[config.mk]
export PLATFORM = sky130hd
export DESIGN_NAME = seven_segment_scan_driver
export DESIGN_NICKNAME = d
export VERILOG_FILES = /design/src/rtl/seven_segment_scan_driver.sv
export SDC_FILE = /design/constraint.sdc
export NUM_CORES = 1
export LEC_CHECK = 0
export BUFFER_PORTS_ARGS = -buffer_cell sky130_fd_sc_hd__buf_2
export CAP_MARGIN = 10
export CORE_MARGIN = 2
export CORE_UTILIZATION = 59
export DETAILED_ROUTE_END_ITERATION = 6
export PLACE_DENSITY = 0.83
export SLEW_MARGIN = 0
export SYNTH_ARGS = -nofsm -noshare
export SYNTH_HDL_FRONTEND = slang
export SYNTH_SLANG_ARGS = --single-unit
[constraint.sdc]
create_clock -name clk_i -period 3.23 [get_ports clk_i]
set_clock_uncertainty 0.1 [all_clocks]
set_input_delay 0.646 -clock clk_i [delete_from_list [all_inputs] [get_ports clk_i]]
set_output_delay 0.646 -clock clk_i [all_outputs]
set_load 0.005 [all_outputs]
[src/rtl/seven_segment_scan_driver.sv]
// Time-multiplexed N-digit seven-segment scanner with per-slot anti-ghosting guard
// and a double-buffered digit store that only swaps at frame boundaries.
module seven_segment_scan_driver #(
    parameter  int DIGITS      = 4,
    parameter  int REFRESH_DIV = 100000,
    parameter  int GUARD       = 500,
    localparam int IDX_W       = (DIGITS > 1) ? $clog2(DIGITS) : 1
) (
    input  logic                  clk_i,
    input  logic                  reset_i,
    input  logic                  enable_i,
    input  logic                  load_i,
    input  logic [4*DIGITS-1:0]   digit_data_i,
    input  logic [DIGITS-1:0]     digit_blank_i,
    input  logic [DIGITS-1:0]     dp_mask_i,
    output logic [DIGITS-1:0]     an_o,
    output logic [6:0]            seg_o,
    output logic                  dp_o,
    output logic [IDX_W-1:0]      scan_idx_o,
    output logic                  frame_tick_o
);

    localparam int               CNT_W    = $clog2(REFRESH_DIV);
    localparam logic [CNT_W-1:0] CNT_LAST = CNT_W'(REFRESH_DIV - 1);
    localparam logic [CNT_W-1:0] GUARD_V  = CNT_W'(GUARD);
    localparam logic [IDX_W-1:0] IDX_LAST = IDX_W'(DIGITS - 1);

    logic [CNT_W-1:0]    cnt_q, cnt_d;
    logic [IDX_W-1:0]    idx_q, idx_d;
    logic                pending_q, pending_d;
    logic [4*DIGITS-1:0] shadow_data_q, shadow_data_d;
    logic [DIGITS-1:0]   shadow_blank_q, shadow_blank_d;
    logic [DIGITS-1:0]   shadow_dp_q, shadow_dp_d;
    logic [4*DIGITS-1:0] disp_data_q, disp_data_d;
    logic [DIGITS-1:0]   disp_blank_q, disp_blank_d;
    logic [DIGITS-1:0]   disp_dp_q, disp_dp_d;
    logic [DIGITS-1:0]   an_q, an_d;
    logic [6:0]          seg_q, seg_d;
    logic                dp_q, dp_d;
    logic [IDX_W-1:0]    scan_idx_q, scan_idx_d;
    logic                frame_tick_q, frame_tick_d;
    logic                frame_end;
    logic                lit;

    function automatic logic [6:0] decode(input logic [3:0] nib);
        case (nib)
            4'h0: decode = 7'h40;  4'h1: decode = 7'h79;
            4'h2: decode = 7'h24;  4'h3: decode = 7'h30;
            4'h4: decode = 7'h19;  4'h5: decode = 7'h12;
            4'h6: decode = 7'h02;  4'h7: decode = 7'h78;
            4'h8: decode = 7'h00;  4'h9: decode = 7'h10;
            4'hA: decode = 7'h08;  4'hB: decode = 7'h03;
            4'hC: decode = 7'h46;  4'hD: decode = 7'h21;
            4'hE: decode = 7'h06;  default: decode = 7'h0E;
        endcase
    endfunction

    always_comb begin
        cnt_d          = cnt_q;
        idx_d          = idx_q;
        pending_d      = pending_q;
        shadow_data_d  = shadow_data_q;
        shadow_blank_d = shadow_blank_q;
        shadow_dp_d    = shadow_dp_q;
        disp_data_d    = disp_data_q;
        disp_blank_d   = disp_blank_q;
        disp_dp_d      = disp_dp_q;

        frame_end = enable_i && (cnt_q == CNT_LAST) && (idx_q == IDX_LAST);

        if (enable_i) begin
            if (cnt_q == CNT_LAST) begin
                cnt_d = '0;
                idx_d = (idx_q == IDX_LAST) ? '0 : idx_q + 1'b1;
            end else begin
                cnt_d = cnt_q + 1'b1;
            end
        end

        // A load landing exactly on the boundary bypasses the shadow.
        frame_tick_d = frame_end && (pending_q || load_i);
        if (frame_end) begin
            pending_d = 1'b0;
            if (load_i) begin
                disp_data_d  = digit_data_i;
                disp_blank_d = digit_blank_i;
                disp_dp_d    = dp_mask_i;
            end else if (pending_q) begin
                disp_data_d  = shadow_data_q;
                disp_blank_d = shadow_blank_q;
                disp_dp_d    = shadow_dp_q;
            end
        end else if (load_i) begin
            shadow_data_d  = digit_data_i;
            shadow_blank_d = digit_blank_i;
            shadow_dp_d    = dp_mask_i;
            pending_d      = 1'b1;
        end

        lit        = enable_i && (cnt_q >= GUARD_V) && !disp_blank_q[idx_q];
        an_d       = '1;
        seg_d      = 7'h7F;
        dp_d       = 1'b1;
        scan_idx_d = idx_q;
        if (lit) begin
            an_d  = ~(DIGITS'(1) << idx_q);
            seg_d = decode(disp_data_q[4*idx_q +: 4]);
            dp_d  = ~disp_dp_q[idx_q];
        end
    end

    always_ff @(posedge clk_i) begin
        if (reset_i) begin
            cnt_q          <= '0;
            idx_q          <= '0;
            pending_q      <= 1'b0;
            shadow_data_q  <= '0;
            shadow_blank_q <= '0;
            shadow_dp_q    <= '0;
            disp_data_q    <= '0;
            disp_blank_q   <= '0;
            disp_dp_q      <= '0;
            an_q           <= '1;
            seg_q          <= 7'h7F;
            dp_q           <= 1'b1;
            scan_idx_q     <= '0;
            frame_tick_q   <= 1'b0;
        end else begin
            cnt_q          <= cnt_d;
            idx_q          <= idx_d;
            pending_q      <= pending_d;
            shadow_data_q  <= shadow_data_d;
            shadow_blank_q <= shadow_blank_d;
            shadow_dp_q    <= shadow_dp_d;
            disp_data_q    <= disp_data_d;
            disp_blank_q   <= disp_blank_d;
            disp_dp_q      <= disp_dp_d;
            an_q           <= an_d;
            seg_q          <= seg_d;
            dp_q           <= dp_d;
            scan_idx_q     <= scan_idx_d;
            frame_tick_q   <= frame_tick_d;
        end
    end

    assign an_o         = an_q;
    assign seg_o        = seg_q;
    assign dp_o         = dp_q;
    assign scan_idx_o   = scan_idx_q;
    assign frame_tick_o = frame_tick_q;

endmodule

==> flow_metrics.tcl <==
set metrics [dict create \
    status "completed" \
    path_max_fanout 14 \
    grt_usage_pct 24.5 \
    synth.area.top_cells "dfxtp_1 40%, mux2i_1 7.8%, mux2_2 7.4%, nand2_1 5.6%, nor4_1 4.2%" \
    vias 3401 \
    setup_slack_ns 0.634 \
    ioPinCount 43 \
    synthCells 444 \
    yosys.area.top_type "dfxtp_1" \
    holdPathStages 2 \
    die_y_um 87.7 \
    powerDensity_nw_per_um2 436 \
    hpwl_um 6070 \
    cpPeakStageDelay_ns 0.73 \
    clkLatencyLatePin_ns 0.36 \
    drive_gt1_share_pct 21.6 \
    cts_resized 0 \
    period_share_pct 80.4 \
    maxCapViolCount 0 \
    period_needed_ns 2.60 \
    syn_avg_cell_area_um2 9.30 \
    crit_chain "mux4_2 -> ha_1 -> or4_1 -> nand4_1 -> o31ai_1" \
    yosys_warnings 0 \
    worstPathRequired_ns 3.37 \
    vdd_drop_max_mv 0.327 \
    crit_type "reg2reg" \
    drtAntennaViolNets 0 \
    async_flop_share_pct 0 \
    synth.ff_latch_count 83 \
    cts.path.max_buffers 2 \
    cts_setup_buffers 0 \
    endpoint_kind "flop" \
    synth_fp_nets 484 \
    yosysSeqAreaShare_pct 40.2 \
    grt_pass1_wl_um 14900 \
    finalMaxSlewViolations 0 \
    htree_levels 3 \
    totalPowerFinal_mw 1.98 \
    synth_edf_count 0 \
    start_util_pct 60.8 \
    start_kind "flop" \
    clock_sinks 83 \
    slew_headroom_pct 58.0 \
    hold_viol_final 0 \
    final_common_cell "dfxtp_1" \
    ys_types 43 \
    crit_family "flip-flops" \
    avgRoutedWirePerCell_um 15.6 \
    clockRootBuffer "clkbuf_8" \
    hold_slack_ns 0.358 \
    synth_top_flop_cell "dfxtp_1" \
    routabilityCongestion 0.858 \
    cts_tree "built" \
    tightest_slew_ns 0.628 \
    setup_viol 0 \
    gr-total-overflow 0 \
    rsz0062_at_grt "no" \
    holdCritPathClass "reg2reg" \
    post-place-ws_ns 0.659 \
    syn_area_um2 4130 \
    avgViaCountPerCell 5.98 \
    fin_tns_setup_ns 0 \
    path_buf_inv 0 \
    drt_iter0_drc 225 \
    routed_wl_um 8900 \
    crit_cells 5 \
    cts.clk_slew.worst_paths_ns 0.08 \
    drc 0 \
    final_cell_mix "83 x dfxtp_1, 62 x nand2_1, 42 x buf_2" \
    die_x_um 87.7 \
    finalNetCount 509 \
    antennaDiodeCount 0 \
    io_buffer_count 42 \
    r2r_cells 5 \
    dr.pass1.iters 6 \
    fp-row-count 30 \
    place_area_um2 4330 \
    fmax_ghz 0.385 \
    grt_antenna_before_repair 0 \
    area_growth_pct 9.94 \
    arrival_ns 2.74 \
    cts_inserted_buffers 9 \
    cts.hold.buffers_added 0 \
    critical-path-slowest-cell "dfxtp_1" \
    grt_max_degree 49 \
    yosys.area.top_type_share_pct 40.2 \
    postLayoutCellArea_um2 4540 \
    core_area_um2 6790 \
    p_leak_nw 1.69 \
    grt_pass1_vias 3308 \
    dieArea_um2 7690 \
]
[report_power, final]
group	switching, mW	internal (mW)
clock network	0.370	0.430
registers	0.0110	1.04
logic	0.0651	0.0594
[kinds of logic after synthesis]
kind of cell	synth area share, %
mux	17.8
xor+xnor	2.97
compound gates	8.39
simple gates	21.1
buf+inv	5.79
fa+ha+maj	3.64
flops	40.2
[metal layers]
layer | part of all wire (%) | global-route usage (%) | up-vias
met4 | 1.9 | 8.53 | 0
met1 | 43 | 29.4 | 1635
li1 | - | - | 1671
met5 | 0 | 0 | -
met3 | 3.8 | 4.90 | 16
met2 | 51 | 43.4 | 79
[tightest hold or removal path, delay by kind of cell, from the launching register on]
family / cells / cell delay (ns)
flip-flops: 1 / 0.31
multiplexers: 1 / 0.05
AND/OR/NAND/NOR: 1 / 0.05
[synthesized netlist by cell type (all sizes together) (8+ instances only)]
library cell and instances:
nor4 29, nor3 27, mux2i 32, clkbuf 26, nand3 9, dfxtp 83, buf 13, inv 8
nor2 17, mux2 27, nand2 62, a31oi 26, ha 12
[final timing paths]
kind,slack [ns],endpoint,from
setup reg to reg,0.63,seg_o[0],idx_q[0]
hold / removal,0.36,shadow_data_q[3],shadow_data_q[3]
setup / recovery,0.63,seg_o[0],idx_q[0]
hold reg to reg,0.36,shadow_data_q[3],shadow_data_q[3]
[state kept, by name (all words and copies together) (netlist names), 2 cells and up]
name            flops
cnt_q              17
disp_data_q        16
shadow_data_q      16
seg_o               7
an_o                4
disp_blank_q        4
disp_dp_q           4
shadow_blank_q      4
shadow_dp_q         4
idx_q               2
scan_idx_o          2
[area by class of cell]
| cell class | instances | area, um^2 |
|---|---|---|
| tap | 96 | 120 |
| fill | 536 | 2250 |
| multi-input combinational | 314 | 2230 |
| timing repair buffer | 53 | 293 |
| sequential | 83 | 1660 |
| inverter | 8 | 30.0 |
| clock buffer | 10 | 128 |
| clock inverter | 5 | 78.8 |
[through the flow]
step,instances,utilization (%)
after floorplan,444,-
after global placement,554,63.8
after detailed placement,554,63.8
after CTS,569,66.8
after global routing,569,66.8
final,569,66.8
No activity file was read; power rests on OpenSTA's default activity.
